$ cat config.mk
export PLATFORM = sky130hd
export DESIGN_NAME = xilinx_distributed_ram_clearable
export DESIGN_NICKNAME = d
export VERILOG_FILES = /design/src/rtl/xilinx_distributed_ram_clearable.sv
export SDC_FILE = /design/constraint.sdc
export NUM_CORES = 1
export LEC_CHECK = 0
export BUFFER_PORTS_ARGS = -buffer_cell sky130_fd_sc_hd__buf_2
export CORE_ASPECT_RATIO = 0.5
export CORE_MARGIN = 2
export CORE_UTILIZATION = 35
export CTS_BUF_LIST = sky130_fd_sc_hd__clkbuf_4 sky130_fd_sc_hd__clkbuf_8
export DETAILED_ROUTE_END_ITERATION = 7
export REMOVE_ABC_BUFFERS = 1
export SYNTH_ARGS = -nofsm -noshare
export SYNTH_HDL_FRONTEND = slang
export SYNTH_SLANG_ARGS = --single-unit
$ cat constraint.sdc
create_clock -name clk -period 3.05 [get_ports clk]
set_clock_uncertainty 0.1 [all_clocks]
set_input_delay 0.305 -clock clk [delete_from_list [all_inputs] [get_ports clk]]
set_output_delay 0.305 -clock clk [all_outputs]
set_load 0.005 [all_outputs]
$ cat src/rtl/xilinx_distributed_ram_clearable.sv
// Bit-write-enabled LUT RAM with N read ports, optional write-first forwarding and a
// hardware clear walker that zeroes every entry after reset or on request.
module xilinx_distributed_ram_clearable #(
  parameter logic [0:0]  CLOCK_INFO     = 1'b0,
  parameter int unsigned DATA_WIDTH     = 1,
  parameter int unsigned ADDR_WIDTH     = 5,
  parameter int unsigned READ_PORTS     = 1,
  parameter int unsigned READ_LATENCY   = 0,
  parameter int unsigned WRITE_FIRST    = 0,
  parameter int unsigned CLEAR_ON_RESET = 1
) (
  input  logic                  clk,
  input  logic                  rst,
  input  logic                  clear,
  output logic                  ready,
  input  logic [DATA_WIDTH-1:0] write_enable,
  input  logic [ADDR_WIDTH-1:0] write_addr,
  input  logic [DATA_WIDTH-1:0] write_data_in,
  output logic [DATA_WIDTH-1:0] write_data_out,
  input  logic [ADDR_WIDTH-1:0] read_addr [READ_PORTS],
  output logic [DATA_WIDTH-1:0] read_data_out [READ_PORTS]
);

  localparam int unsigned DEPTH = 2 ** ADDR_WIDTH;
  localparam logic [ADDR_WIDTH-1:0] LAST_ADDR = ADDR_WIDTH'(DEPTH - 1);
  // A registered read always sees post-write contents, so it forwards regardless of WRITE_FIRST.
  localparam bit FWD = (WRITE_FIRST != 0) || (READ_LATENCY != 0);

  typedef enum logic {
    S_IDLE  = 1'b0,
    S_CLEAR = 1'b1
  } state_t;

  localparam state_t RST_STATE = (CLEAR_ON_RESET != 0) ? S_CLEAR : S_IDLE;

  state_t                  state, state_nx;
  logic [ADDR_WIDTH-1:0]   clear_addr, clear_addr_nx;
  logic                    clearing;
  logic                    clk_e;
  logic [DATA_WIDTH-1:0]   mem [DEPTH];
  logic [DATA_WIDTH-1:0]   wr_cur;
  logic [DATA_WIDTH-1:0]   wr_merged;

  // Negedge operation is an inverted clock into the same posedge logic.
  assign clk_e = clk ^ CLOCK_INFO[0];

  assign clearing  = (state == S_CLEAR);
  assign ready     = (state == S_IDLE);
  assign wr_cur    = mem[write_addr];
  assign wr_merged = (wr_cur & ~write_enable) | (write_data_in & write_enable);

  assign write_data_out = clearing ? '0 : wr_cur;

  always_ff @(posedge clk_e or negedge rst) begin
    if (!rst) begin
      state      <= RST_STATE;
      clear_addr <= '0;
    end else begin
      state      <= state_nx;
      clear_addr <= clear_addr_nx;
    end
  end

  // Clear walker: one entry per cycle, clear requests ignored while walking.
  always_comb begin
    state_nx      = state;
    clear_addr_nx = clear_addr;
    case (state)
      S_IDLE: begin
        if (clear) begin
          state_nx      = S_CLEAR;
          clear_addr_nx = '0;
        end
      end
      S_CLEAR: begin
        if (clear_addr == LAST_ADDR) begin
          state_nx = S_IDLE;
        end else begin
          clear_addr_nx = clear_addr + ADDR_WIDTH'(1);
        end
      end
      default: state_nx = S_IDLE;
    endcase
  end

  // Storage array is never reset; it is only walked by the clear sequencer.
  always_ff @(posedge clk_e) begin
    if (clearing) begin
      mem[clear_addr] <= '0;
    end else begin
      mem[write_addr] <= wr_merged;
    end
  end

  for (genvar i = 0; i < READ_PORTS; i++) begin : g_rd
    logic [DATA_WIDTH-1:0] cur;
    logic [DATA_WIDTH-1:0] nxt;

    assign cur = mem[read_addr[i]];

    always_comb begin
      nxt = cur;
      if (clearing) begin
        nxt = '0;
      end else if (FWD && (read_addr[i] == write_addr)) begin
        nxt = (cur & ~write_enable) | (write_data_in & write_enable);
      end
    end

    if (READ_LATENCY == 0) begin : g_comb
      assign read_data_out[i] = nxt;
    end else begin : g_reg
      always_ff @(posedge clk_e or negedge rst) begin
        if (!rst) begin
          read_data_out[i] <= '0;
        end else begin
          read_data_out[i] <= nxt;
        end
      end
    end
  end

endmodule

==> key figures, run 1 <==
Layout
  – Commonest non-fill, non-tap cells in the layout: nor2_1 (40), edfxtp_1 (32), mux2i_1 (22), buf_2 (17), nand2_1 (15)
  – Antenna diodes: 0
  – # fillers: 594
  – Area Overhead vs Synth: 12.2%
  – Fin area: around 2400 um2
  – Most common cell after layout, fill and taps aside: nor2_1
  – Net count, final: around 220
  – Final design utilization: 40.5%
  – Share of layout cells above drive strength 1: 24.6%

Yosys
  – Area leader, netlist: edfxtp_1
  – Seq/Total Area, Yosys: between 50% and 60%
  – Syn avg cell area: roughly 12 um2
  – Post-synth cell types: 35
  – Cells after Synth: 178
  – Adder-cell area share of the yosys netlist: between 1 and 1.5%
  – Seq cells post-synth: 38
  – Top post-synthesis cells by area: edfxtp_1 (44%), mux4_2 (13%), mux2i_1 (10%), nor2_1 (6.9%), dfrtp_1 (5.7%)
  – Ys Warns: 0
  – Largest family of logic cells by synthesized area: multiplexers
  – Synth Area in XOR/XNOR: 1.20%
  – Post-Synth Simple-Gate Area: 14.0%
  – Post-synth top area share: 44.0%
  – Synthesized area: roughly 2200 um2
  – Post-synthesis mux area share: around 24%
  – Synth Area in Compound Gates: 5.44%

Global route
  – Congestion Overflow GR: 0
  – Total track usage: 15.8%
  – Largest net degree at the start of global routing: 33
  – First-pass GRT wire length: 7.80 mm
  – Initial antenna violation count: 0
  – Vias in the first global route: 1,513

STA
  – Worst slew margin: 61.1%
  – Fmax: 411 MHz
  – RSZ-0062 raised after global routing: false
  – Setup_tns: 0 ns
  – Final setup viols: 0
  – Period minus WS final: around 2.4 ns
  – Final Max Tran Viols: 0
  – Hold Vio Cnt, Final: 0
  – Setup WS post-layout: 0.615 ns
  – Tcrit/Tclk final: 79.8%
  – Worst Tran Pin Value: 0.583 ns

Setup path
  – Critical Path Most Common Cell: mux4_2
  – CP max stage delay: 0.52 ns
  – Setup CP Type: flip-flop to output port
  – R2R depth: 4
  – CP max stage cell: mux4_2
  – CP Cell Sequence: mux4_2, mux4_2, mux2i_1, nor3_1, buf_2
  – RR Startpoint: clearing
  – Worst setup EP type: output port
  – Worst r2r dst: mem[0]
  – Worst path arrival time: between 2 and 2.5 ns
  – Critical Path RT: 2.64 ns
  – Worst Path Max Fanout: 2
  – Critical path startpoint category: flip-flop
  – R2R setup slack: a little over 0.7 ns

Clock network
  – CTS tree: built
  – CTS sink count: 38
  – CTS resizes: 0
  – Reg clk slew, reported paths: 0.07 ns
  – Num CTS Buffers: 5
  – Largest buffer count on any clock path: 2
  – Clk_lat worst skew: 0.29 ns
  – Post CTS Setup Buffer Count: 0
  – H-tree depth: 2
  – Cts hold-fix bufs: 1
  – Root buf cell: clkbuf_8

Drt
  – 1st-pass router iterations: 4
  – Detailed-route via count: 1,507
  – Routed wl met2: 2.25 mm
  – Metal-1 WL: 2.40 mm
  – DRC Markers: 0
  – Drt wl/cell: 17.2 um
  – Met3 WL: 235 um
  – Vias per std cell: around 5.3
  – DR iter-0 viols: 154
  – Post-DRT Antenna Nets: 0
  – Top sig layer: met4
  – Final wirelength: 4.94 mm

Floorplanning
  – Number of top-level pins: 18
  – Rows: 20
  – Core footprint: 6060 um2
  – Die X: roughly 120 um
  – Die height: 59.9 um
  – Die area: 6920 um2
  – Initial Util: 36.1%

Flow run
  – Max Cap Violations: 0

Power and ir drop
  – Peak VDD IR: approximately 0.26 mV
  – Lkg Pwr: 0.922 nW
  – PwrDens: 732 nW/um2

Min path
  – Hold Startpoint: clear
  – Hold EP: clear_addr[0]
  – WHS Path Cells: 2
  – Worst Hold Class: input port to flip-flop

Place
  – Post-Place Worst Slack: 0.643 ns
  – GPL Wtd Cong: 0.784
  – # port buffers: 17
  – Placement Cell Area: 2360 um2
  – Final HPWL DP: 3.49 mm

Run status
  – Status: finished, final reports clean
-- layer usage --
layer / vias up / track usage (%)
met2: 35 / 26.0
met3: 7 / 4.87
met5: - / 0
li1: 706 / -
met1: 759 / 20.8
met4: 0 / 3.74
-- worst max-delay path, delay by kind of cell, from the launching register on --
kind                   cells  cell delay, ns
multiplexers               3            1.14
flip-flops                 1            0.40
buffers and inverters      1            0.14
AND/OR/NAND/NOR            1            0.05
-- cell families (layout without fill, tap and decap cells) --
logic type | count (synthesis) | count (layout)
AO/OA/AOI/OAI | 16 | 16
AND/OR/NAND/NOR | 70 | 70
XOR/XNOR | 3 | 3
adder cells (fa/ha/maj) | 2 | 2
multiplexers | 36 | 36
flip-flops | 38 | 38
buffers and inverters | 13 | 34
-- how the worst max path moves through the flow --
stage | start | endpoint | depth (start not counted)
after floorplan | write_addr[0] | mem[0] | 5
after CTS | mem[31] | read_data_out | 5
after global routing | mem[0] | read_data_out | 5
after detailed placement | read_addr[0] | read_data_out | 6
after global placement | read_addr[0] | read_data_out | 6
final | mem[31] | read_data_out | 5
-- cell type report --
cell class,count,area [um2],share of cell area [%]
clock buffer,7,83.8,3.42
multi-input combinational,127,1000,40.8
inverter,5,18.8,0.766
sequential,38,1110,45.4
timing repair buffer,22,125,5.11
tap,88,110,4.49
-- registers in the layout, indices dropped and copies added (netlist names) --
| signal | count |
|---|---|
| mem | 32 |
| clear_addr | 5 |
| clearing | 1 |
-- through the flow --
step | power, mW | std cells | hold slack [ns]
final | 1.79 | 287 | 0.107
after global routing | 1.92 | 287 | 0.107
after CTS | 1.80 | 287 | 0.0977
after detailed placement | 1.45 | 279 | 0.0412
after global placement | 1.43 | 279 | 0.0390
after floorplan | 1.21 | 170 | -0.0906
-- power breakdown --
group	internal, mW	switching [mW]	total, mW	leakage, nW
clock network	0.175	0.171	0.347	0.0452
registers	0.675	0.102	0.778	0.370
logic	0.283	0.386	0.669	0.507
total	1.13	0.660	1.79	0.922
-- Yosys cell counts, drive strengths merged --
| cell | n |
|---|---|
| a2111oi | 1 |
| a21oi | 2 |
| a31o | 4 |
| a31oi | 1 |
| a32oi | 1 |
| and3 | 2 |
| buf | 4 |
| clkbuf | 4 |
| dfrtp | 5 |
| dfstp | 1 |
| edfxtp | 32 |
| ha | 2 |
| inv | 5 |
| mux2 | 1 |
| mux2i | 22 |
| mux4 | 13 |
| nand2 | 15 |
| nand2b | 4 |
| nand3 | 2 |
| nand3b | 1 |
| nand4 | 1 |
| nand4b | 1 |
| nor2 | 40 |
| nor2b | 2 |
| nor3 | 2 |
| o21ai | 3 |
| o22ai | 1 |
| o31ai | 2 |
| o32a | 1 |
| xnor2 | 2 |
| xor2 | 1 |
Power figures use the tool's default switching activity.
==> inputs of run 2 (changes only) <==
==> constraint.sdc (replaced) <==
create_clock -name clk -period 2.2 [get_ports clk]
set_clock_uncertainty 0.1 [all_clocks]
set_input_delay 0.22 -clock clk [delete_from_list [all_inputs] [get_ports clk]]
set_output_delay 0.22 -clock clk [all_outputs]
set_load 0.005 [all_outputs]
==> key figures, run 2 (synthesized netlist as in run 1, its figures left out) <==
Clock network
  – Root buf cell: clkbuf_8
  – Reg clk slew, reported paths: around 0.070 ns
  – Largest buffer count on any clock path: 2
  – H-tree depth: 2
  – Num CTS Buffers: 5
  – Clk_lat worst skew: 0.29 ns
  – CTS tree: built
  – CTS sink count: 38

Layout
  – Share of layout cells above drive strength 1: approximately 28%
  – # fillers: around 600
  – Top reg by flops: mem
  – Most common cell after layout, fill and taps aside: nor2_1
  – Net count, final: 222
  – Fin area: around 2500 um2
  – Area Overhead vs Synth: 16.3%
  – Max FFs per register: 32
  – Commonest non-fill, non-tap cells in the layout: nor2_1 (39), edfxtp_1 (32), mux2i_1 (22), buf_2 (17), nand2_1 (15)
  – Antenna diodes: 0

STA
  – RSZ-0062 raised after global routing: true
  – Tcrit/Tclk final: 106%
  – Fmax: between 400 and 500 MHz
  – Setup WS post-layout: -0.128 ns
  – Worst slew margin: 39.5%
  – Final setup viols: 1
  – Period minus WS final: 2.33 ns
  – Hold Vio Cnt, Final: 0
  – Worst Tran Pin Value: between 0.9 and 1 ns
  – Final Max Tran Viols: 0

Floorplanning
  – Die area: 6920 um2
  – Die X: ~120 um
  – Rows: 20
  – Initial Util: 36.1%
  – Number of top-level pins: 18
  – Core footprint: 6060 um2
  – Die height: 59.9 um

Setup path
  – Critical Path Most Common Cell: mux4_2
  – Setup CP Type: flip-flop to output port
  – CP delay by family, top: multiplexers
  – CP Cell Sequence: mux4_2, mux4_2, mux2i_1, nor3_1, buf_2
  – CP max stage cell: mux4_2
  – CP Buf/Inv Count: 1
  – Critical Path RT: 1.88 ns
  – Worst Path Max Fanout: 2
  – Worst setup EP type: output port
  – CP max stage delay: 0.51 ns
  – Critical path startpoint category: flip-flop
  – Worst path arrival time: ~2 ns

Power and ir drop
  – Power Total: 2.64 mW
  – Lkg Pwr: 0.968 nW
  – Peak VDD IR: 0.441 mV
  – PwrDens: around 1000 nW/um2

Run status
  – Failing checks: negative setup slack
  – Status: finished with violations

Drt
  – Final wirelength: 4.89 mm
  – 1st-pass router iterations: 4
  – Vias per std cell: 4.97
  – Drt wl/cell: 16.6 um
  – DRC Markers: 0
  – Detailed-route via count: 1,461
  – DR iter-0 viols: 83
  – Post-DRT Antenna Nets: 0

Global route
  – First-pass GRT wire length: just under 8 mm
  – Total track usage: approximately 16%
  – Initial antenna violation count: 0
  – Vias in the first global route: ~1,500
  – Congestion Overflow GR: 0
  – Largest net degree at the start of global routing: 33

Place
  – GPL Wtd Cong: 0.766
  – Post-Place Worst Slack: -0.0202 ns
  – # port buffers: 17
  – Final HPWL DP: 3.59 mm
  – Placement Cell Area: 2410 um2

Min path
  – Worst Hold Class: input port to flip-flop

Flow run
  – Max Cap Violations: 0
run 2: cell count changes in the layout (fill, tap and decap cells not counted):
cell	delta
nor2_2	+1
buf_12	+1
nor2_1	-1
buf_4	+5
bufinv_16	+1
run 2: worst reg2reg max path, stage by stage (launching register included):
cell     delay (ns)
dfstp_2        0.71
nor2_1         0.09
a32oi_1        0.70
nor2_1         0.15
run 2: final timing paths:
path	slack, ns	depth (start not counted)	to	from
setup / recovery	-0.13	5	read_data_out	mem[31]
hold / removal	0.03	2	clear_addr[0]	clear
setup reg to reg	0.19	3	mem[10]	clearing
hold reg to reg	0.55	2	clear_addr[0]	clearing
max in group asynchronous	1.59	2	clearing	rst
min in group asynchronous	0.18	2	clear_addr[4]	rst
run 2: area by class of cell:
cell class	count	area [um2]	area share, %
Clock buffer	7	83.8	3.30
Tap cell	88	110	4.33
Clock inverter	1	30.0	1.18
Timing Repair Buffer	28	183	7.19
Multi-Input combinational cell	127	1000	39.5
Sequential cell	38	1110	43.8
Inverter	5	18.8	0.739
run 2: repair_timing:
action / CTS / global route
buffers inserted: 0 / 1
gates resized for setup: 0 / 1
hold buffers: 1 / 0
setup endpoints to repair: 1 / 2
endpoints found under the hold margin: 6 / 0
run 2: power breakdown:
part	internal [mW]	switching, mW
Combinational	0.423	0.567
Sequential	0.936	0.118
Clock	0.364	0.232
run 2: through the flow:
stage	util (%)	std cells	setup TNS (ns)	hold slack [ns]
CTS	41.8	293	-0.139	0.0250
finish	41.9	294	-0.128	0.0340
global placement	39.7	284	0	-0.0469
floorplan	-	170	0	-0.176
global route	41.9	294	-0.220	0.0304
detailed placement	39.7	284	-0.0202	-0.0428
run 2: per-layer routing:
layer / track usage (%) / vias to the layer above / routed length, um
li1: - / 713 / -
met1: 21.2 / 717 / 2340
met2: 25.7 / 26 / 2310
met3: 3.04 / 5 / 202
met4: 4.59 / 0 / 40
met5: 0 / - / 0
